<file path="src/rtl/bar_level_tracker.sv">
// -----------------------------------------------------------------------------
// bar_level_tracker
//
// Turns the per-band audio magnitude stream into per-bar heights for the
// bar-graph renderer. Between frames the peak magnitude of each band is
// captured. On each frame boundary (rising edge of VGA_VS), each peak is
// scaled and saturated, and a peak-fall decay is applied. All bar heights are
// then committed at once, so the renderer never sees a half-updated frame.
//
// Ports
//   MAX10_CLK1_50    in   system clock (all logic in this domain)
//   Reset_h          in   asynchronous active-high reset
//   VGA_VS           in   vertical sync, asynchronous; rising edge = frame
//   bar_en           in   [NUM_BARS]   per-bar enable; disabled bar -> 0
//   sample_valid     in   qualifies sample_band / sample_mag for one cycle
//   sample_band      in   [4]          band index of the sample
//   sample_mag       in   [MAG_W]      unsigned magnitude
//   bar_height_flat  out  [NUM_BARS*10] committed heights, bar i at [10i+9:10i]
//   update_done      out  one-cycle pulse, aligned with the commit
//   drop_cnt         out  [8]          saturating count of out-of-range samples
// -----------------------------------------------------------------------------
module bar_level_tracker #(
  parameter int NUM_BARS   = 10,
  parameter int MAG_W      = 16,
  parameter int MAG_SHIFT  = 6,
  parameter int MAX_HEIGHT = 479,
  parameter int DECAY      = 8
) (
  input  logic                     MAX10_CLK1_50,
  input  logic                     Reset_h,
  input  logic                     VGA_VS,
  input  logic [NUM_BARS-1:0]      bar_en,
  input  logic                     sample_valid,
  input  logic [3:0]               sample_band,
  input  logic [MAG_W-1:0]         sample_mag,
  output logic [NUM_BARS*10-1:0]   bar_height_flat,
  output logic                     update_done,
  output logic [7:0]               drop_cnt
);

  localparam int                IDX_W     = (NUM_BARS > 1) ? $clog2(NUM_BARS) : 1;
  localparam logic [IDX_W-1:0]  LAST_IDX  = IDX_W'(NUM_BARS - 1);
  localparam logic [MAG_W-1:0]  MAX_H_MAG = MAG_W'(MAX_HEIGHT);
  localparam logic [9:0]        MAX_H     = 10'(MAX_HEIGHT);
  localparam logic [9:0]        DECAY_H   = 10'(DECAY);

  typedef enum logic [1:0] {
    S_IDLE,
    S_UPDATE,
    S_COMMIT
  } state_t;

  // ---------------------------------------------------------------------------
  // VGA_VS synchronizer and rising-edge detect
  // ---------------------------------------------------------------------------
  logic vs_meta;
  logic vs_sync;
  logic vs_prev;
  logic frame_tick;

  // NOTE: clocked state is always written with non-blocking (<=) so every
  // flop samples the pre-edge value of its neighbours; blocking here would
  // collapse the synchronizer chain into a single stage.
  always_ff @(posedge MAX10_CLK1_50 or posedge Reset_h) begin
    if (Reset_h) begin
      vs_meta <= 1'b0;
      vs_sync <= 1'b0;
      vs_prev <= 1'b0;
    end else begin
      vs_meta <= VGA_VS;
      vs_sync <= vs_meta;
      vs_prev <= vs_sync;
    end
  end

  // The FSM acts on this at the third clock edge after VGA_VS rises.
  assign frame_tick = vs_sync & ~vs_prev;

  // ---------------------------------------------------------------------------
  // FSM: walks the bars one per cycle, then commits
  // ---------------------------------------------------------------------------
  state_t            state_q, state_d;
  logic [IDX_W-1:0]  idx_q, idx_d;
  logic              upd_en;
  logic              commit_en;

  always_ff @(posedge MAX10_CLK1_50 or posedge Reset_h) begin
    if (Reset_h) begin
      state_q <= S_IDLE;
      idx_q   <= '0;
    end else begin
      state_q <= state_d;
      idx_q   <= idx_d;
    end
  end

  // NOTE: every signal driven here gets a default first, so no path through
  // the case statement can leave one unassigned and infer a latch.
  always_comb begin
    state_d   = state_q;
    idx_d     = idx_q;
    upd_en    = 1'b0;
    commit_en = 1'b0;
    case (state_q)
      S_IDLE: begin
        if (frame_tick) begin
          state_d = S_UPDATE;
          idx_d   = '0;
        end
      end
      S_UPDATE: begin
        upd_en = 1'b1;
        if (idx_q == LAST_IDX) begin
          state_d = S_COMMIT;
        end else begin
          idx_d = idx_q + 1'b1;
        end
      end
      S_COMMIT: begin
        commit_en = 1'b1;
        state_d   = S_IDLE;
      end
      default: state_d = S_IDLE;
    endcase
  end

  // ---------------------------------------------------------------------------
  // Peak accumulators
  // ---------------------------------------------------------------------------
  logic [MAG_W-1:0]    acc [NUM_BARS];
  logic [NUM_BARS-1:0] hit;
  logic [NUM_BARS-1:0] clr;

  always_comb begin
    hit = '0;
    clr = '0;
    for (int i = 0; i < NUM_BARS; i++) begin
      hit[i] = sample_valid && (sample_band == 4'(i));
      clr[i] = upd_en && (idx_q == IDX_W'(i));
    end
  end

  // NOTE: these arrays are small flop banks, not RAM, so they can (and must)
  // be cleared by the async reset; a RAM-mapped array could not be.
  always_ff @(posedge MAX10_CLK1_50 or posedge Reset_h) begin
    if (Reset_h) begin
      for (int i = 0; i < NUM_BARS; i++) acc[i] <= '0;
    end else begin
      for (int i = 0; i < NUM_BARS; i++) begin
        if (clr[i]) begin
          // A sample landing while this bar is being consumed seeds the
          // next frame's peak instead of being lost.
          acc[i] <= hit[i] ? sample_mag : '0;
        end else if (hit[i] && (sample_mag > acc[i])) begin
          acc[i] <= sample_mag;
        end
      end
    end
  end

  // ---------------------------------------------------------------------------
  // Out-of-range sample counter
  // ---------------------------------------------------------------------------
  logic band_ok;
  assign band_ok = int'(sample_band) < NUM_BARS;

  always_ff @(posedge MAX10_CLK1_50 or posedge Reset_h) begin
    if (Reset_h) begin
      drop_cnt <= '0;
    end else if (sample_valid && !band_ok && (drop_cnt != 8'hFF)) begin
      drop_cnt <= drop_cnt + 8'd1;
    end
  end

  // ---------------------------------------------------------------------------
  // Height datapath for the bar selected by idx_q
  // ---------------------------------------------------------------------------
  logic [9:0]       height_q [NUM_BARS];
  logic [9:0]       shadow   [NUM_BARS];
  logic [MAG_W-1:0] scaled_full;
  logic [9:0]       scaled;
  logic [9:0]       old_h;
  logic [9:0]       fallen;
  logic [9:0]       new_h;

  always_comb begin
    // Shift first, then saturate: the ceiling is in pixels, not magnitude.
    scaled_full = acc[idx_q] >> MAG_SHIFT;
    scaled      = (scaled_full > MAX_H_MAG) ? MAX_H : scaled_full[9:0];
    old_h       = height_q[idx_q];
    fallen      = (old_h > DECAY_H) ? (old_h - DECAY_H) : '0;
    new_h       = bar_en[idx_q] ? ((scaled > fallen) ? scaled : fallen) : '0;
  end

  // Shadow heights fill one bar per cycle; the visible heights only move on
  // the commit edge, together with update_done.
  always_ff @(posedge MAX10_CLK1_50 or posedge Reset_h) begin
    if (Reset_h) begin
      for (int i = 0; i < NUM_BARS; i++) begin
        shadow[i]   <= '0;
        height_q[i] <= '0;
      end
      update_done <= 1'b0;
    end else begin
      update_done <= commit_en;
      if (upd_en) shadow[idx_q] <= new_h;
      if (commit_en) begin
        for (int i = 0; i < NUM_BARS; i++) height_q[i] <= shadow[i];
      end
    end
  end

  for (genvar g = 0; g < NUM_BARS; g++) begin : g_flat
    assign bar_height_flat[g*10 +: 10] = height_q[g];
  end

endmodule

</file>
<file path="config.mk">
export PLATFORM = sky130hd
export DESIGN_NAME = bar_level_tracker
export DESIGN_NICKNAME = d
export VERILOG_FILES = /design/src/rtl/bar_level_tracker.sv
export SDC_FILE = /design/constraint.sdc
export NUM_CORES = 1
export LEC_CHECK = 0
export CORE_MARGIN = 2
export CORE_UTILIZATION = 45
export CTS_CLUSTER_DIAMETER = 40
export DETAILED_ROUTE_END_ITERATION = 8
export PLACE_DENSITY = 0.75
export REMOVE_ABC_BUFFERS = 1
export SLEW_MARGIN = 5
export SYNTH_ARGS = -nofsm -noshare
export SYNTH_HDL_FRONTEND = slang
export SYNTH_SLANG_ARGS = --single-unit
</file>
<file path="constraint.sdc">
create_clock -name MAX10_CLK1_50 -period 17.6 [get_ports MAX10_CLK1_50]
set_input_delay 4.4 -clock MAX10_CLK1_50 [delete_from_list [all_inputs] [get_ports MAX10_CLK1_50]]
set_output_delay 4.4 -clock MAX10_CLK1_50 [all_outputs]
set_load 0.01 [all_outputs]
</file>
### Word-level counts from Yosys, hierarchy flattened

Cells that the tools add are included.

| word-level totals | value |
|---|---|
| register bits | 378 |
| logic and storage cells | 187 |
| output and inout bits | 109 |

| cells by class | value |
|---|---|
| muxes and demuxes | 53 |
| $add $sub $neg | 3 |
| reduce and logical (&&, ||, !) cells | 50 |
| equal/unequal tests | 24 |
| $lt $le $gt $ge | 17 |
| bitwise logic cells | 3 |

Operators with widths:

| cell | number |
|---|---|
| $mux 16 | 32 |
| $gt 16x16->1 | 10 |
| $bwmux 100 | 1 |
| $mux 10 | 7 |
| $bmux 16 s4 | 1 |
| $bmux 10 s4 | 1 |
| $demux 10 s4 | 1 |
| $logic_and 1x1->1 | 33 |
| $eq 4x3->1 const B | 8 |
| $reduce_bool 2->1 | 11 |
| $eq 4x2->1 const B | 4 |
| $eq 4x4->1 const B | 4 |
| $gt 10x10->1 | 1 |
| $gt 10x4->1 const B | 1 |
| $gt 10x9->1 const B | 1 |
| $sub 10x4->10 const B | 1 |
| $add 8x1->8 const B | 1 |
| $eq 4x1->1 const B | 2 |
| $logic_not 4->1 | 2 |
| $mux 4 | 2 |
| $ne 8x8->1 const B | 1 |
| $pmux 4 s2 | 1 |
| $ne 2x2->1 const B | 3 |
| $ge 5x5->1 const B | 1 |
| other kinds (17) | 20 |

### Logic depth before layout (Yosys ltp)

| depth | value |
|---|---|
| depth in word-level cells | 10 |
| mapped depth | 22 |
| depth with buffers taken out | 17 |

### Worst setup path before layout

OpenSTA, ideal clock, no wires.

| path | value |
|---|---|
| path type | input to register |
| start point | input port sample_mag[0] |
| end point | register acc[100] (netlist name) |
| arrival time | 6836 ps |
| required time | 17534 ps |
| cell stages on the path | 13 |
| setup slack | 10697 ps |
| library setup time | 66 ps |
| cells stage by stage | clkbuf_1 -> inv_1 -> ha_1 -> nor2b_1 -> o21a_1 -> o21a_1 -> o21a_1 -> o21a_1 -> o41ai_1 -> and2_1 -> clkbuf_1 -> clkbuf_1 -> a22o_1 |

| on the way | value |
|---|---|
| cells in the longest elaborated chain, start to end | 3 |

Ends and longest elaborated chain:

| element | RTL line | source |
|---|---|---|
| start: declaration | 35 | `input logic [MAG_W-1:0] sample_mag,` |
| $gt 16x16->1 | 154 | `end else if (hit[i] && (sample_mag > acc[i])) begin` |
| $logic_and 1x1->1 | 154 |  |
| $reduce_bool 2->1 (no source line) | n/a |  |
| end signal: indexed assignment | 153 | `acc[i] <= hit[i] ? sample_mag : '0;` |
| end signal: indexed assignment | 155 | `acc[i] <= sample_mag;` |
| end: declaration | 130 | `logic [MAG_W-1:0] acc [NUM_BARS];` |

No other way between the ends.
A chain may end at the register's enable or synchronous reset.

### Final worst setup path

| path | value |
|---|---|
| start point | input port sample_mag[0] |
| end point | register acc[101] (netlist name) |

Same word-level chain as after synthesis.

==> metrics.md <==
| Metric | Value |
|---|---|
| Worst path depth | `11` |
| CTS hold repair buffers | `0` |
| Clk pwr share | `25.4%` |
| GR Overflow Total | `0` |
| DRT iter0 DRCs | `1180` |
| Reg power frac | `32.7%` |
| P per Cell Area | `194 nW/µm²` |
| Longest Clk Path Bufs | `3` |
| Die X | `216 µm` |
| Final Hold Viols | `0` |
| Gate power share | `41.9%` |
| Sink Count | `378` |
| Top Ports | `143` |
| Ys Warns | `0` |
| Period minus WS final | `7.50 ns` |
| WP buf/inv | `2` |
| Final period util | `42.6%` |
| Worst Skew | `0.0217 ns` |
| Clock H-tree levels | `2` |
| Layout cells sized above 1 | `15.3%` |
| EDFF count, synth | `0` |
| Core Area | `44200 µm²` |
| Syn avg cell area | `11.2 µm²` |
| Worst Setup EP | `acc[101]` |
| Slowest CP cell | `clkdlybuf4s50_1` |
| Crit path max-delay family | `compound AO/OA/AOI/OAI gates` |
| Asr flop ratio synth | `100%` |
| Worst EP arrival | `7.99 ns` |
| Row cnt | `77` |
| Post-DP HPWL | `37.5 mm` |
| Die Area | `46500 µm²` |
| Port bufs | `142` |
| Clock slew at reported path FFs | `0.05 ns` |
| Post_cts resized | `0` |
| GRT Overall Usage | `24.2%` |
| Reg2reg start | `idx_q[0]` |
| Worst Setup SP | `sample_mag[0]` |
| Clk root buf | `clkbuf_16` |
| Vias per inst | `5.90` |
| Final number of setup-violating endpoints | `0` |
| Routed WL per cell | `21.6 µm` |
| Setup bufs post-CTS | `0` |
| Slew @ Worst Pin | `1.20 ns` |
| Max VDD drop | `0.000117 V` |
| Startpoint types | `input pin` |
| Detailed Route WL | `55.5 mm` |
| Sum of negative setup slack | `0 ns` |
| Vias in the first global route | `15.6k` |
| DIE HEIGHT | `216 µm` |
| Area contributors post-synth | `dfrtp_1 (47%), ha_1 (11%), a22o_1 (7.0%)` |
| DRT Pass-1 Iters | `5` |
| Fin area | `24200 µm²` |
| Register area share after synthesis | `46.9%` |
| Cell Int Power | `0.00287 W` |
| Critical path type | `in -> reg` |
| Max capacitance violation total | `0` |
| Initial antenna violation count | `0` |
| Crit-path max FO | `16` |
| Max stage delay on crit path | `0.72 ns` |
| Area grow syn2layout | `20.0%` |
| # diodes | `0` |
| CP required | `18.08 ns` |
| Outcome | `finished clean` |
| Relative slew slack | `19.7%` |
| CTS tree | `done` |
| Worst skew pair latency | `0.62 ns` |
| Syn Inst Count | `1795` |
| Gp weighted congestion | `0.891` |
| Fillcell total | `3679` |
| Placed cell area | `22200 µm²` |
| Cell repeated most along the worst path | `o21a_1` |
| Largest net degree at the start of global routing | `183` |
| First-pass GRT wire length | `88.5 mm` |
| FF+latch area | `9460 µm²` |
| Final Slew Violations | `0` |
| Yosys top cell area share | `46.9%` |
| P_sw | `0.00181 W` |
| CP Capture Type | `register` |
| Reg2Reg Depth | `14` |
| Most used flip-flop cell after synthesis | `dfrtp_1` |
| Antenna Nets Post-Route | `0` |
| Worst Hold Class | `reg -> reg` |
| Vias | `15.2k` |
| Leakage | `11.1 nW` |
| CTS Buf Count | `56` |
| Switching Share | `38.6%` |
| Fmax | `0.133 GHz` |
| Nets | `2141` |
| Worst R2R Setup Slack | `11.47 ns` |
| RR Endpoint | `shadow[45]` |
| Yosys cell types | `72` |
| DRC | `0` |
| Critical path, cell by cell | `clkdlybuf4s50_1 -> inv_1 -> ha_1 -> nor2b_1 -> o21a_1 -> o21a_1 -> o21a_1 -> o21a_1 -> o41ai_1 -> o21ai_1 -> a22o_1` |
| Area of the multi-input gates | `9690 µm²` |
| RSZ-0062 raised after global routing | `false` |
| FF+latch count, synth | `378` |
| Starting Density | `45.6%` |
| Cell area after synthesis | `20200 µm²` |
| Yosys top cell by area | `dfrtp_1` |
## Yosys cell counts, types with 17 or more instances
library cell and number:
a21o_1 33, mux4_2 32, mux2_2 110, a22o_1 162, dfrtp_1 378, clkbuf_1 60
a21oi_1 40, inv_1 160, o21ai_1 22, nand3_1 17, nand4_1 33, ha_1 176
buf_1 17, nand2_1 142, mux2i_1 32, nor2_1 38, o21ai_0 113, nor2b_1 28
## layout by cell type, fill, tap and decap left out, types with 22 or more instances in the layout
cell type and n:
o21ai_0 113, ha_1 176, mux2_2 110, mux4_2 32
clkbuf_16 56, nand2_1 142, nand4_1 33, buf_4 30
o21ai_1 22, clkdlybuf4s50_1 142, inv_1 159, dfrtp_1 376
nor2b_1 26, a21o_1 33, nor2_1 38, a22o_1 162
mux2i_1 32, a21oi_1 40
## logic make-up after synthesis
group / synth area share, %
DFF: 46.9
adders and majority gates: 10.9
buffers and inverters: 5.09
other: 0.0186
AOI/OAI and AO/OA: 17.4
xor gates and xnor gates: 0.521
muxes: 11.4
and+or+nand+nor: 7.75
## area by class of cell
type	instances	area share (%)
Multi-Input combinational cell	1162	40.1
Clock buffer	64	6.09
Tap cell	592	3.06
Timing Repair Buffer	173	6.89
Inverter	160	2.51
Clock inverter	38	2.21
Sequential cell	378	39.1
## metal layers
layer	wire length, µm	vias up	track usage [%]
met4	2220	0	10.7
met1	23700	7627	32.0
met5	0	-	0
met3	3460	138	4.21
li1	-	6847	-
met2	26100	542	39.1
## sequential cells by signal, summed over array words and instances, names as in the netlist
register / cells
vs_prev: 1
shadow: 100
update_done: 1
vs_sync: 1
acc: 160
state_q: 2
vs_meta: 1
bar_height_flat: 100
drop_cnt: 8
idx_q: 4
## worst min-delay path by stage
stage | from | endpoint | slack (ns) | depth (start not counted)
after floorplan | vs_meta | vs_sync | 0.33 | 0
after global placement | vs_meta | vs_sync | 0.36 | 0
after detailed placement | vs_meta | vs_sync | 0.36 | 0
after CTS | vs_meta | vs_sync | 0.37 | 0
after global routing | vs_meta | vs_sync | 0.38 | 0
final | vs_meta | vs_sync | 0.37 | 0
## worst register-to-register path: stages (launching register included)
cell and delay (ns):
dfrtp_4 1.13, buf_4 0.57, mux4_2 0.67, a22oi_1 0.37, o21ai_0 0.15, a41o_1 0.27, or2_2 0.33, ha_1 0.32
a21oi_1 0.13, o21ai_0 0.09, a2111oi_0 0.49, o21ai_0 0.44, a31oi_4 0.45, a22oi_2 0.27, o21ai_0 0.31
## stage by stage
stage          cells  total power (W)  hold slack, ns  utilization, %  setup WS [ns]
5_1_grt         2567          0.00498           0.376            54.7           9.84
3_3_place_gp    2465          0.00339           0.364            50.1           9.66
3_5_place_dp    2465          0.00348           0.359            50.1           9.55
2_1_floorplan   1700          0.00277           0.331               -           2.70
4_1_cts         2567          0.00469           0.371            54.7          10.15
6_report        2567          0.00468           0.365            54.7          10.10
## power by group through the flow
stage          Clock (W)  Combinational (W)  Sequential, W
3_5_place_dp           0            0.00195        0.00153
2_1_floorplan          0            0.00128        0.00149
3_3_place_gp           0            0.00188        0.00151
6_report         0.00119            0.00196        0.00153
4_1_cts          0.00120            0.00196        0.00152
5_1_grt          0.00124            0.00216        0.00158
Note: power is estimated with default switching activity, not from simulation.
